$ cat config.mk
export PLATFORM = sky130hd
export DESIGN_NAME = ifetch_pipe
export DESIGN_NICKNAME = d
export VERILOG_FILES = /design/src/rtl/ifetch_pkg.sv /design/src/rtl/ifetch_fifo.sv /design/src/rtl/ifetch_pipe.sv
export SDC_FILE = /design/constraint.sdc
export NUM_CORES = 1
export LEC_CHECK = 0
export ABC_CLOCK_PERIOD_IN_PS = 4690
export CORE_UTILIZATION = 55
export DETAILED_ROUTE_END_ITERATION = 10
export GPL_TIMING_DRIVEN = 0
export PLACE_DENSITY = 0.78
export REMOVE_ABC_BUFFERS = 1
export SYNTH_ARGS = -nofsm -noshare
export SYNTH_HDL_FRONTEND = slang
export SYNTH_SLANG_ARGS = --single-unit
$ cat constraint.sdc
create_clock -name clk -period 4.69 [get_ports clk]
set_input_delay 1.407 -clock clk [delete_from_list [all_inputs] [get_ports clk]]
set_output_delay 1.407 -clock clk [all_outputs]
set_load 0.03 [all_outputs]
$ cat src/rtl/ifetch_pkg.sv
// -----------------------------------------------------------------------------
// ifetch_pkg
// Shared definitions for the instruction-fetch slice.
//   IFETCH_XLEN      default data/PC width
//   IFETCH_RESET_PC  default PC after reset
//   IFETCH_ALIGN     instruction alignment in address bits (word aligned)
//   fetch_entry_t    one fetched instruction {pc, inst} at the default width
// No ports (package).
// -----------------------------------------------------------------------------
package ifetch_pkg;

   localparam int IFETCH_XLEN = 32;
   localparam logic [IFETCH_XLEN-1:0] IFETCH_RESET_PC = 32'h0000_0000;
   localparam int IFETCH_ALIGN = 2;

   typedef struct packed {
      logic [IFETCH_XLEN-1:0] pc;
      logic [IFETCH_XLEN-1:0] inst;
   } fetch_entry_t;

endpackage

$ cat src/rtl/ifetch_fifo.sv
// -----------------------------------------------------------------------------
// ifetch_fifo
// Circular FIFO with synchronous flush, used as the fetch queue.
// DEPTH must be a power of two (>= 2) so the pointers wrap naturally.
// Ports:
//   clk          clock, rising edge
//   rst          asynchronous active-low reset (pointers and count only)
//   i_flush      discard all entries; wins over push/pop in the same cycle
//   i_push       write i_push_data (legal when full only together with i_pop)
//   i_push_data  entry to write
//   i_pop        drop the head entry (ignored when empty)
//   o_head_data  current head entry (combinational read)
//   o_count      number of stored entries, 0..DEPTH
//   o_empty      no entries stored
// -----------------------------------------------------------------------------
module ifetch_fifo #(
   parameter int DEPTH = 4,
   parameter int WIDTH = 64,
   localparam int PTR_W = $clog2(DEPTH),
   localparam int CNT_W = PTR_W + 1
) (
   input  logic             clk,
   input  logic             rst,
   input  logic             i_flush,
   input  logic             i_push,
   input  logic [WIDTH-1:0] i_push_data,
   input  logic             i_pop,
   output logic [WIDTH-1:0] o_head_data,
   output logic [CNT_W-1:0] o_count,
   output logic             o_empty
);

   logic [WIDTH-1:0] r_mem [DEPTH];
   logic [PTR_W-1:0] r_wr_ptr;
   logic [PTR_W-1:0] r_rd_ptr;
   logic [CNT_W-1:0] r_count;

   logic w_full;
   logic w_do_push;
   logic w_do_pop;

   assign o_empty = (r_count == '0);
   assign w_full  = (r_count == CNT_W'(DEPTH));

   // A pop in the same cycle frees the slot, so push-at-full is accepted then.
   assign w_do_push = i_push && (!w_full || i_pop);
   assign w_do_pop  = i_pop && !o_empty;

   // Storage has no reset; only the pointers define which words are live.
   always_ff @(posedge clk) begin
      if (w_do_push && !i_flush) begin
         r_mem[r_wr_ptr] <= i_push_data;
      end
   end

   always_ff @(posedge clk or negedge rst) begin
      if (!rst) begin
         r_wr_ptr <= '0;
         r_rd_ptr <= '0;
         r_count  <= '0;
      end else if (i_flush) begin
         r_wr_ptr <= '0;
         r_rd_ptr <= '0;
         r_count  <= '0;
      end else begin
         if (w_do_push) begin
            r_wr_ptr <= r_wr_ptr + PTR_W'(1);
         end
         if (w_do_pop) begin
            r_rd_ptr <= r_rd_ptr + PTR_W'(1);
         end
         case ({w_do_push, w_do_pop})
            2'b10:   r_count <= r_count + CNT_W'(1);
            2'b01:   r_count <= r_count - CNT_W'(1);
            default: r_count <= r_count;
         endcase
      end
   end

   // Head is read combinationally so a word written at an edge is presentable
   // in the very next cycle; the write of a push-at-full lands on the slot the
   // head is leaving, so the presented word is never disturbed.
   assign o_head_data = r_mem[r_rd_ptr];
   assign o_count     = r_count;

endmodule

$ cat src/rtl/ifetch_pipe.sv
// -----------------------------------------------------------------------------
// ifetch_pipe
// Pipelined instruction fetch: issues reads to a 1-cycle-latency instruction
// ROM, buffers {pc, inst} in a fetch queue and offers the queue head to decode
// over valid/ready. A redirect loads a new PC and flushes everything in flight.
// Optional build macro: IFETCH_PERF_EN adds perf_fetched / perf_flushed.
// Ports:
//   clk             clock, rising edge
//   rst             asynchronous active-low reset
//   redirect_valid  load redirect_pc and flush the pipeline
//   redirect_pc     redirect target (bits [1:0] ignored)
//   imem_req        ROM read enable
//   imem_addr       ROM word address (pc[IADDR_W+1:2])
//   imem_rdata      ROM data, valid the cycle after imem_req
//   out_valid       instruction available at the queue head
//   out_ready       decode accepts the instruction
//   out_inst        instruction word (0 when out_valid=0)
//   out_pc          address of out_inst (0 when out_valid=0)
//   perf_fetched    (IFETCH_PERF_EN) instructions handed to decode
//   perf_flushed    (IFETCH_PERF_EN) queued/in-flight entries discarded
// -----------------------------------------------------------------------------
module ifetch_pipe
   import ifetch_pkg::*;
#(
   parameter int               XLEN     = IFETCH_XLEN,
   parameter int               IADDR_W  = 14,
   parameter logic [XLEN-1:0]  RESET_PC = IFETCH_RESET_PC,
   parameter int               FQ_DEPTH = 4
) (
   input  logic               clk,
   input  logic               rst,
   input  logic               redirect_valid,
   input  logic [XLEN-1:0]    redirect_pc,
   output logic               imem_req,
   output logic [IADDR_W-1:0] imem_addr,
   input  logic [XLEN-1:0]    imem_rdata,
   output logic               out_valid,
   input  logic               out_ready,
   output logic [XLEN-1:0]    out_inst,
   output logic [XLEN-1:0]    out_pc
`ifdef IFETCH_PERF_EN
   ,
   output logic [31:0]        perf_fetched,
   output logic [31:0]        perf_flushed
`endif
);

   localparam int CNT_W = $clog2(FQ_DEPTH) + 1;
   localparam logic [CNT_W:0] C_DEPTH = (CNT_W+1)'(FQ_DEPTH);

   logic [XLEN-1:0]   r_fetch_pc;
   logic [XLEN-1:0]   r_tag;
   logic              r_inflight;

   logic [CNT_W-1:0]  w_count;
   logic              w_empty;
   logic [CNT_W:0]    w_credit_used;
   logic              w_issue;
   logic              w_push;
   logic              w_pop;
   logic [2*XLEN-1:0] w_push_data;
   logic [2*XLEN-1:0] w_head_data;
   logic              w_unused;

   // Low target bits are dropped by alignment.
   assign w_unused = &{1'b0, redirect_pc[IFETCH_ALIGN-1:0]};

   // Outstanding requests hold a queue slot, so a response always has room.
   assign w_credit_used = {1'b0, w_count} + {{CNT_W{1'b0}}, r_inflight};
   assign w_issue       = !redirect_valid && (w_credit_used < C_DEPTH);

   // A response arriving in a redirect cycle belongs to the old stream.
   assign w_push      = r_inflight && !redirect_valid;
   assign w_push_data = {r_tag, imem_rdata};
   assign w_pop       = out_valid && out_ready;

   // Gating with rst keeps the ROM idle while reset is held, without using
   // rst in any flop's data path.
   assign imem_req  = w_issue && rst;
   assign imem_addr = r_fetch_pc[IADDR_W+1:IFETCH_ALIGN];

   always_ff @(posedge clk or negedge rst) begin
      if (!rst) begin
         r_fetch_pc <= RESET_PC;
         r_tag      <= '0;
         r_inflight <= 1'b0;
      end else begin
         if (redirect_valid) begin
            r_fetch_pc <= {redirect_pc[XLEN-1:IFETCH_ALIGN], {IFETCH_ALIGN{1'b0}}};
         end else if (w_issue) begin
            r_fetch_pc <= r_fetch_pc + XLEN'(1 << IFETCH_ALIGN);
         end
         if (w_issue) begin
            r_tag <= r_fetch_pc;
         end
         r_inflight <= w_issue;
      end
   end

   ifetch_fifo #(
      .DEPTH (FQ_DEPTH),
      .WIDTH (2*XLEN)
   ) u_fq (
      .clk         (clk),
      .rst         (rst),
      .i_flush     (redirect_valid),
      .i_push      (w_push),
      .i_push_data (w_push_data),
      .i_pop       (w_pop),
      .o_head_data (w_head_data),
      .o_count     (w_count),
      .o_empty     (w_empty)
   );

   assign out_valid = !w_empty;
   assign out_pc    = out_valid ? w_head_data[2*XLEN-1:XLEN] : '0;
   assign out_inst  = out_valid ? w_head_data[XLEN-1:0]      : '0;

`ifdef IFETCH_PERF_EN
   logic [31:0] r_perf_fetched;
   logic [31:0] r_perf_flushed;
   logic [31:0] w_flush_cnt;

   // An entry popped in the redirect cycle was consumed, not discarded.
   assign w_flush_cnt = 32'(w_count) - 32'(w_pop) + 32'(r_inflight);

   always_ff @(posedge clk or negedge rst) begin
      if (!rst) begin
         r_perf_fetched <= '0;
         r_perf_flushed <= '0;
      end else begin
         if (w_pop) begin
            r_perf_fetched <= r_perf_fetched + 32'd1;
         end
         if (redirect_valid) begin
            r_perf_flushed <= r_perf_flushed + w_flush_cnt;
         end
      end
   end

   assign perf_fetched = r_perf_fetched;
   assign perf_flushed = r_perf_flushed;
`endif

endmodule

==> impl_metrics.ini <==
[floorplanning]
coreArea_sq_um = 22800
placementRows = 55
start_util = 0.565
num_io_pins = 148
chipWidth_um = 155
die_area_sq_um = 24100
die_h_um = 155

[cells_and_area]
diodes = 0
area_growth_pct = 21.8
layout-drive-gt1-share = 0.186
stdcell_count = 1199
fillers = 1486
final_net_count = 936
post-route-util = 0.689

[place]
dpl.cell_count = 1142
hpwl_mm = 15.2
globalplace.congestion = 0.745
portBuffers = 143

[drt]
first_iter_violations = 524
vias_per_cell = 5.79
num_vias = 6945
first_pass_iters = 5
antenna_left = 0
drt-total-wl_mm = 25.2
wl_per_cell_um = 21.0
drc = 0

[timing]
slew_violations = 0
finalSetupViolCount = 0
min_period_ns = 4.51
max_freq_mhz = 222
finalCritPeriodShare = 0.963
tightest_slew_ns = 0.884
finalHoldViolations = 0
grt_setup_unrepaired = no
slew_headroom = 0.411
finalClockSkew_ns = 0.0105

[worst_setup_path]
cp.arrival_ns = 3.11
crit_chain = buf_16 > mux4_2 > and2_1 > clkdlybuf4s50_1
cp_max_fo = 38
critPathSlowestCell = dfrtp_4
worst-setup-path-type = reg2out
max_stage_delay_ns = 0.83
cp-end-kind = primary output
cp.required_ns = 3.28
crit_path_start_kind = register

[synth]
synth_edf_count = 248
yosysWarnings = 0
syn_avg_cell_area_sq_um = 17.6
synth_seq_cells = 316
seq_area_frac_synth = 0.708
async_flop_share = 0.215
ys_dominant_reg_cell = edfxtp_1
synthCells = 734
synth.distinct_cells = 50
syn-cell-area_sq_um = 12900

[clocking]
clock_latency_ns = 0.55
post_cts_buffers = 0
htree_levels = 1
cts_made_buffers = 31
cts_hold_buf = 0
cts_tree = built
cts_root_buffer = clkbuf_16
clk_pin_slew_ns = 0.06
cts.path.max_buffers = 3
ctsResizeCount = 8
cts_sinks = 316

[grt]
gr-total-overflow = 0
grt_max_degree = 70
antenna_found_initial = 0
grt_pass1_wl_mm = 39.4
grtUsageTotal = 0.215
grt_pass1_vias = 7174

[job]
maxCapViolCount = 0

[power_and_ir_drop]
vdd_ir_drop_max_uv = 398
p_per_area_nw_per_um2 = 550
leakage_nw = 5.32

[worst_hold_path]
hp-class = reg2reg

[outcome]
status = complete, no violations
-- cells by family (layout without fill, tap and decap cells) --
logic type	Yosys count	after routing	share of synthesized area
DFF	316	316	0.708
buffers and inverters	63	214	0.0263
other	1	2	0.000290
adders and majority gates	6	6	0.00639
xor gates and xnor gates	12	12	0.00814
muxes	95	95	0.137
AOI/OAI and AO/OA	55	55	0.0300
and+or+nand+nor	186	186	0.0839
-- cell usage in the layout, fill, tap and decap left out, drive strengths merged, types with 4 or more instances in the layout --
cell and count:
inv 8, buf 9, and2 70, clkdlybuf4s50 141, nand3 15, clkinv 10, o31ai 11, xnor2 5
a31oi 14, o211ai 6, mux2 31, nor2 21, and4 4, nand2 30, ha 5, mux4 62
xor2 7, clkbuf 43, dfrtp 68, or4 16, and3 7, edfxtp 248, or3 6, nand4 7
o21ai 13
-- per-stage QoR --
step | hold WS, ns | cell area [sq um] | power, mW | setup WS [ns] | setup TNS [ns]
floorplan | 0.469 | 12600 | 5.18 | -0.153 | -9.48
global placement | 0.487 | 14400 | 6.10 | -1.97 | -513.08
detailed placement | 0.500 | 14600 | 6.18 | -1.92 | -30.18
CTS | 0.510 | 15700 | 8.73 | 0.106 | 0
global route | 0.526 | 15700 | 8.99 | 0.00974 | 0
finish | 0.506 | 15700 | 8.65 | 0.175 | 0
-- metal layers --
layer  part of all wire  GRT usage
met2               0.50      0.368
met5                  0          0
met4              0.021     0.0602
met1               0.43      0.292
met3              0.051     0.0290
-- cell type report --
type | instances | area [sq um] | area share
inverters | 7 | 31.3 | 0.00199
well taps | 313 | 392 | 0.0249
repair buffers | 150 | 1610 | 0.102
clock buffers | 43 | 990 | 0.0629
multi-input cells | 356 | 3440 | 0.219
clock inverters | 14 | 110 | 0.00700
flip-flops and latches | 316 | 9160 | 0.582
-- Yosys cell counts, types with 15 or more instances --
master / number / area (sq um)
and2_1: 70 / 438
or4_1: 16 / 120
nand2_1: 30 / 113
edfxtp_1: 248 / 7450
nand3_1: 15 / 75.1
clkbuf_1: 20 / 75.1
mux4_2: 62 / 1400
buf_2: 16 / 80.1
nor2_1: 21 / 78.8
buf_4: 16 / 120
dfrtp_1: 68 / 1700
mux2_2: 22 / 248
-- sequential cells by signal, indices dropped and copies added (netlist names) --
signal / count
u_fq.r_mem: 248
r_tag: 30
u_fq.r_rd_ptr: 2
u_fq.r_wr_ptr: 2
r_inflight: 1
r_fetch_pc: 30
u_fq.o_count: 3
-- worst max-delay path, delay by kind of cell, from the launching register on --
kind / cells / cell delay [ns]
flops: 1 / 0.83
buf+inv: 2 / 0.97
mux: 1 / 0.55
simple gates: 1 / 0.17
-- worst paths after layout --
check / startpoint / depth (start not counted) / slack, ns / endpoint
setup / recovery: u_fq.r_rd_ptr[0]$_DFFE_PN0P_ / 4 / 0.18 / out_pc[28]
hold / removal: r_tag[4]$_DFFE_PN0P_ / 0 / 0.51 / u_fq.r_mem[1][36]$_DFFE_PP_
setup reg to reg: u_fq.o_count[1]$_DFFE_PN0P_ / 8 / 2.08 / u_fq.o_count[2]$_DFFE_PN0P_
hold reg to reg: r_tag[4]$_DFFE_PN0P_ / 0 / 0.51 / u_fq.r_mem[1][36]$_DFFE_PP_
max in group asynchronous: rst / 1 / 3.05 / u_fq.r_rd_ptr[1]$_DFFE_PN0P_
min in group asynchronous: rst / 1 / 0.98 / r_fetch_pc[2]$_DFFE_PN0N_
-- report_power, final --
group          total (mW)  internal (mW)  leakage, nW  switching [mW]
combinational        2.40           1.13         1.73            1.27
sequential           3.70           3.42         3.05           0.276
clock                2.56           1.53        0.543            1.02
Note: power is estimated with default switching activity, not from simulation.
